==> src/rtl/usb_timer_pkg.sv <==
// Shared types and sizing helper for the USB bit-slot timer.
package usb_timer_pkg;

   typedef enum logic [1:0] {
      IDLE = 2'd0,
      RUN  = 2'd1,
      HOLD = 2'd2
   } timer_state_t;

   // Width needed to hold values 0..n-1, never narrower than one bit.
   function automatic int unsigned cnt_width(input int unsigned n);
      return (n <= 2) ? 1 : $clog2(n);
   endfunction

endpackage

==> src/rtl/timer_phase_counter.sv <==
// Bit-slot phase counter: runs 1..CLKS_PER_BIT and wraps back to 1; 0 means stopped.
module timer_phase_counter
   import usb_timer_pkg::*;
#(
   parameter int unsigned CLKS_PER_BIT = 5,
   parameter int unsigned PW           = cnt_width(CLKS_PER_BIT + 1)
) (
   input  logic          clk,
   input  logic          n_rst,
   input  logic          clear,
   input  logic          enable,
   input  logic          load_one,
   output logic [PW-1:0] phase
);

   logic [PW-1:0] phase_q;
   logic [PW-1:0] phase_d;

   // Clear wins over load so a dropped run request always parks at 0.
   always_comb begin
      phase_d = phase_q;
      if (clear) begin
         phase_d = '0;
      end else if (load_one) begin
         phase_d = PW'(1);
      end else if (enable) begin
         phase_d = (phase_q == PW'(CLKS_PER_BIT)) ? PW'(1) : phase_q + PW'(1);
      end
   end

   always_ff @(posedge clk or negedge n_rst) begin
      if (!n_rst) begin
         phase_q <= '0;
      end else begin
         phase_q <= phase_d;
      end
   end

   assign phase = phase_q;

endmodule

==> src/rtl/usb_bit_timer.sv <==
// Bit-slot timer: per-bit shift strobe, stuffed-slot strobe and end-of-byte strobe.
//
// state | meaning
// IDLE  | stopped, phase and bit count at 0
// RUN   | counting bit slots, strobes active
// HOLD  | one-shot byte finished, frozen until the run request drops
module usb_bit_timer
   import usb_timer_pkg::*;
#(
   parameter int unsigned CLKS_PER_BIT  = 5,
   parameter int unsigned SHIFT_PHASE   = 1,
   parameter int unsigned BITS_PER_BYTE = 8
) (
   input  logic                                clk,
   input  logic                                n_rst,
   input  logic                                enable_timer,
   input  logic                                oneshot,
   input  logic                                stuff_req,
   input  logic                                resync,
   output logic                                shift_enable,
   output logic                                stuff_slot,
   output logic                                byte_sent,
   output logic [cnt_width(BITS_PER_BYTE)-1:0] bit_index,
   output logic                                busy
);

   localparam int unsigned PW = cnt_width(CLKS_PER_BIT + 1);
   localparam int unsigned BW = cnt_width(BITS_PER_BYTE);
   localparam logic [BW-1:0] LAST_BIT = BW'(BITS_PER_BYTE - 1);

   timer_state_t  state_q, state_d;
   logic          oneshot_q, oneshot_d;
   logic [BW-1:0] bit_cnt_q, bit_cnt_d;
   logic [PW-1:0] phase;
   logic          ph_clear, ph_enable, ph_load;
   logic          tick;

   timer_phase_counter #(
      .CLKS_PER_BIT (CLKS_PER_BIT),
      .PW           (PW)
   ) u_phase (
      .clk      (clk),
      .n_rst    (n_rst),
      .clear    (ph_clear),
      .enable   (ph_enable),
      .load_one (ph_load),
      .phase    (phase)
   );

   // Strobes come from the current phase, so a same-cycle resync or a
   // falling run request never swallows the slot that is already due.
   assign tick         = (state_q == RUN) && (phase == PW'(SHIFT_PHASE));
   assign shift_enable = tick && !stuff_req;
   assign stuff_slot   = tick && stuff_req;
   assign byte_sent    = shift_enable && (bit_cnt_q == LAST_BIT);
   assign bit_index    = bit_cnt_q;
   assign busy         = (state_q == RUN);

   always_comb begin
      state_d   = state_q;
      oneshot_d = oneshot_q;
      bit_cnt_d = bit_cnt_q;
      ph_clear  = 1'b0;
      ph_enable = 1'b0;
      ph_load   = 1'b0;

      case (state_q)
         IDLE: begin
            if (enable_timer) begin
               state_d   = RUN;
               oneshot_d = oneshot;
               ph_load   = 1'b1;
            end
         end
         RUN: begin
            ph_enable = 1'b1;
            ph_load   = resync;
            if (shift_enable) begin
               bit_cnt_d = (bit_cnt_q == LAST_BIT) ? '0 : bit_cnt_q + BW'(1);
            end
            if (byte_sent && oneshot_q) begin
               state_d = HOLD;
            end
         end
         HOLD: begin
         end
         default: begin
            state_d = IDLE;
         end
      endcase

      if (!enable_timer) begin
         state_d   = IDLE;
         bit_cnt_d = '0;
         ph_clear  = 1'b1;
      end
   end

   always_ff @(posedge clk or negedge n_rst) begin
      if (!n_rst) begin
         state_q   <= IDLE;
         oneshot_q <= 1'b0;
         bit_cnt_q <= '0;
      end else begin
         state_q   <= state_d;
         oneshot_q <= oneshot_d;
         bit_cnt_q <= bit_cnt_d;
      end
   end

endmodule

==> config.mk <==
export PLATFORM = sky130hd
export DESIGN_NAME = usb_bit_timer
export DESIGN_NICKNAME = d
export VERILOG_FILES = /design/src/rtl/usb_timer_pkg.sv /design/src/rtl/timer_phase_counter.sv /design/src/rtl/usb_bit_timer.sv
export SDC_FILE = /design/constraint.sdc
export NUM_CORES = 1
export LEC_CHECK = 0
export ABC_AREA = 1
export CAP_MARGIN = 20
export CORE_AREA = 8 8 45 47
export DETAILED_ROUTE_END_ITERATION = 10
export DIE_AREA = 0 0 53 55
export PLACE_DENSITY = 0.66
export SETUP_SLACK_MARGIN = 0.15
export SYNTH_ARGS = -nofsm -noshare
export SYNTH_HDL_FRONTEND = slang
export SYNTH_SLANG_ARGS = --single-unit
==> constraint.sdc <==
create_clock -name clk -period 1.4 [get_ports clk]
set_input_delay 0.35 -clock clk [delete_from_list [all_inputs] [get_ports clk]]
set_output_delay 0.35 -clock clk [all_outputs]
set_load 0.02 [all_outputs]
; Yosys cells after proc, flatten, opt, wreduce, memory -nomap -nowiden
; Cells that the tools add are included.
[word_totals]
regBits = 9
inputBits = 6
out_inout_bits = 7
[op_classes]
reduce_logical = 10
eq_ne = 10
muxes = 14
addsub = 2
[op_table]
columns = cell, n
row1 = two-way mux 3 bit, 8
row2 = "adder 3 x 1 -> 3 bit, second input constant", 2
row3 = "equality test 3 bit, second input constant", 2
row4 = one-hot mux 2 bit (3 select lines), 1
row5 = AND reduction 2 bit, 3
row6 = logical AND 1 bit, 5
row7 = two-way mux 2 bit, 2
row8 = "!= test 2 x 1 -> 1 bit, second input constant", 2
row9 = "equality test 3 x 1 -> 1 bit, second input constant", 1
row10 = "!= test 3 x 1 -> 1 bit, second input constant", 1
row11 = "!= test 3 x 2 -> 1 bit, second input constant", 1
row12 = "equality test 2 x 1 -> 1 bit, second input constant", 1
row13 = "equality test 2 bit, second input constant", 1
row14 = logical NOT 2 bit, 1
row15 = two-way mux 1 bit, 2
row16 = "!= test 2 bit, second input constant", 1
row17 = one-hot mux 1 bit (2 select lines), 1
row18 = logical NOT 1 bit, 1

; Depth between registers and ports, before layout
[logic_depth]
ltp_word = 8
mapped_depth = 7
mapped_depth_nobuf = 6

; By module
; Synthesis repeated with hierarchy kept, for this count alone.
[unflattened]
cells_unflattened = 70
area_unflattened_um2 = 554.3
[modules_own_cells]
columns = mod, instances, seq_area_each_um2, cells_per_inst, area_each_um2
row1 = usb_bit_timer, 1, 150.1, 45, 382.9
row2 = timer_phase_counter, 1, 75.1, 25, 171.4

; Worst setup path before layout
; No wires, ideal clock.
[synth_timing]
path_kind = register to output
startpoint = register state_q[1]
endpoint = output port byte_sent
arrival_ns = 1.293
stages_incl_launch_ff = 6
path_slack_ns = -0.243
t_required_ns = 1.050
cell_sequence = dfrtp_1 -> inv_2 -> nand2_4 -> nor3_4 -> inv_2 -> nor2_1
[synth_via]
elab_chain_len = 4
[synth_lines]
columns = item, line_no
row1 = start: declaration, usb_bit_timer.sv:31  ; timer_state_t state_q, state_d;
row2 = start signal: assignment, usb_bit_timer.sv:105  ; state_q <= state_d;
row3 = equality test 2 x 1 -> 1 bit, usb_bit_timer.sv:52  ; assign tick = (state_q == RUN) && (phase == PW'(SHIFT_PHASE));
row4 = logical AND 1 bit, usb_bit_timer.sv:52
row5 = logical AND 1 bit, usb_bit_timer.sv:53  ; assign shift_enable = tick && !stuff_req;
row6 = net shift_enable, usb_bit_timer.sv:20  ; output logic shift_enable,
row7 = logical AND 1 bit, usb_bit_timer.sv:55  ; assign byte_sent = shift_enable && (bit_cnt_q == LAST_BIT);
row8 = end: declaration, usb_bit_timer.sv:22  ; output logic byte_sent,
; The timed path passes the listed nets, and every way through them passes these cells.

; Final worst setup path
[layout_timing]
startpoint = register u_phase.phase_q[1], in the netlist u_phase.phase[1]
endpoint = output port byte_sent
[layout_via]
elab_chain_len = 4
[layout_lines]
columns = item, line_no
row1 = start: declaration, timer_phase_counter.sv:16  ; logic [PW-1:0] phase_q;
row2 = start signal: assignment, timer_phase_counter.sv:35  ; phase_q <= phase_d;
row3 = equality test 3 x 1 -> 1 bit, usb_bit_timer.sv:52
row4 = logical AND 1 bit, usb_bit_timer.sv:52
row5 = logical AND 1 bit, usb_bit_timer.sv:53
row6 = logical AND 1 bit, usb_bit_timer.sv:55
; No other way between the ends.

==> impl_metrics.yaml <==
run_status:
  status: "complete, but fails checks"
  failed_checks: "setup timing"
clock_tree:
  cts.sinks: 9
  cts-hold-fix-buffers: 0
  cts_root_buffer: "clkbuf_4"
  cts_buffers: 3
  clkLatencyLatePin_ns: 0.26
  cts_tree: "yes"
  cts.reportedPaths.clkPinSlew_ns: 0.06
  htreeDepth: 1
  clockBufferDepth: 2
placed_design:
  preCtsSetupSlack_ns: -0.8643
  numPortBuffers: 12
  dpl.hpwl_microns: 1065
  place_congestion: 0.8045
global_routing:
  grt_usage_pct: 11.74
  antenna_found_initial: 0
  gr-total-overflow: 0
  grt_max_degree: 10
  grt_pass1_wl_microns: 2490
  grt_pass1_vias: 588
cells_and_area:
  drive_gt1_share_pct: 51.49
  diodes: 0
  layout.nets: 110
  area_growth_syn_to_layout_pct: 80.79
  final_core_util_pct: 66.37
timing:
  relSlewSlack_pct: 71.74
  maxSlewViolCount: 0
  setup_violations: 7
  fin_crit_sh_pct: 115.9
  fin_skew_ns: 0.002138
  clock.fmax_mhz: 616.4
  worst_pin_slew_ns: 0.4225
  timing_hold_violations_final: 0
  setup_ws_ns: -0.2222
  fin_crit_ns: 1.622
  rsz0062_at_grt: "yes"
  tns_ns: -0.7363
die:
  die_h_microns: 55
  core_sq_mm: 0.001384
  die_w_microns: 53
  die_area_sq_mm: 0.002915
  num_rows: 14
  pin_count: 13
  initial_utilization_pct: 36.71
critical_path:
  cp_max_fo: 2
  cp-end-kind: "output pin"
  crit_arrival_ns: 1.27
  worstRegToRegCells: 10
  crit_type: "register to output pin"
  required_ns: 1.05
  start_kind: "register"
routing:
  remaining_drc_errors: 0
  vias: 579
  drt_iter0_markers: 28
  wl_per_cell_microns: 13.44
  wl_microns: 1573
  ant_nets: 0
  viasPerCell: 4.949
  dr.pass1.iters: 4
yosys:
  ys_types: 18
  synth-seq-area-share_pct: 44.33
  synth_area_sq_um: 508.0
  syn_inst: 59
  yosysWarnings: 0
  syn-num-nets: 67
  synth.avg_cell_area_sq_um: 8.610
  ys_ff_latch: 9
job:
  maxCapViolCount: 0
min_path:
  hold_path_class: "input port to asynchronous set/reset pin"
power:
  ir_worst_vdd_mv: 0.5047
  powerDensity_mw_per_mm2: 674.6
  p_leak_nw: 0.4771
power breakdown:
group,internal [mW],switching [mW]
sequential,0.271,0.00989
combinational,0.0781,0.0620
clock,0.110,0.0889
Yosys cell counts (all sizes together):
cell type	count	area [sq um]
o21a	1	7.510
o22ai	2	12.51
ha	2	25.02
a21oi	1	5.000
mux2	1	15.01
nand2	9	41.29
dfrtp	9	225.2
o21ai	5	25.02
nor2	5	18.77
nor3	1	16.27
nand4	1	6.260
nand3	9	50.05
nor3b	1	7.510
inv	11	41.29
buf	1	11.26
through the flow:
stage / power [mW] / hold WS [ns] / std cells / instance area [sq um]
after floorplan: 0.3358 / 0.05441 / 59 / 515.5
after global placement: 0.3926 / 0.5292 / 101 / 757.0
after detailed placement: 0.3952 / 0.5407 / 101 / 757.0
after CTS: 0.6251 / 0.3936 / 114 / 892.1
after global routing: 0.6528 / 0.4362 / 117 / 918.4
final: 0.6195 / 0.3879 / 117 / 918.4
layout by cell type (no fill, tap or decap), types with 3 or more instances in the layout:
master	n
inv_2	6
clkbuf_4	3
o21ai_0	3
nand3_1	8
nor2_1	3
nand2_1	7
clkdlybuf4s50_1	3
inv_1	5
dfrtp_1	9
buf_4	22
buf_6	12
critical path: stages, from the launching register on:
cell and delay, ns:
dfrtp_1 0.39, inv_2 0.09, nand3_4 0.09, nor3_4 0.16, inv_2 0.08, nor2_4 0.08, buf_6 0.12
per-layer routing:
metal  global-route usage [%]  routed length, microns  part of all wire (%)
met5                        0                       0                     0
met4                    6.034                      48                   3.1
met3                    5.348                     103                   6.5
met2                    20.90                     820                    52
met1                    11.21                     600                    38
flip-flops by register name, indices dropped and copies added, names as in the netlist:
signal	cells
bit_index	3
u_phase.phase	3
state_q	2
oneshot_q	1
cells by family (layout without fill, tap and decap cells):
logic type	count (synthesis)	count (layout)	share of synthesized area, %
muxes	1	1	2.955
AOI/OAI and AO/OA	9	9	9.851
and+or+nand+nor	26	26	27.59
DFF	9	9	44.34
buffers and inverters	12	54	10.34
adders and majority gates	2	2	4.925
what timing repair did:
action | 4_1_cts | 5_1_grt
endpoints found under the hold margin | 0 | 0
pin swaps | 4 | 2
endpoints found under the setup margin | 11 | 12
buffers inserted | 9 | 3
gates resized for setup | 58 | 3
final cells by class:
type                       instances  area [sq um]
tap                               16         20.02
clock buffer                       4         26.28
multi-input combinational         38         257.7
timing repair buffer              39         347.8
fill                             117         465.4
inverter                          11         41.29
sequential                         9         225.2
path summary, 6_finish.rpt:
check                      slack [ns]                            to                         start
min reg2reg                      0.57         oneshot_q$_DFFE_PN0P_         oneshot_q$_DFFE_PN0P_
max reg2reg                     -0.05        state_q[0]$_DFFE_PN0P_  u_phase.phase[1]$_DFFE_PN0P_
max in group asynchronous        0.72      bit_index[0]$_DFFE_PN0P_                         n_rst
min                              0.39  u_phase.phase[0]$_DFFE_PN0P_                         n_rst
max                             -0.22                     byte_sent  u_phase.phase[1]$_DFFE_PN0P_
min in group clk                 0.57         oneshot_q$_DFFE_PN0P_         oneshot_q$_DFFE_PN0P_
No activity file was read; power rests on OpenSTA's default activity.
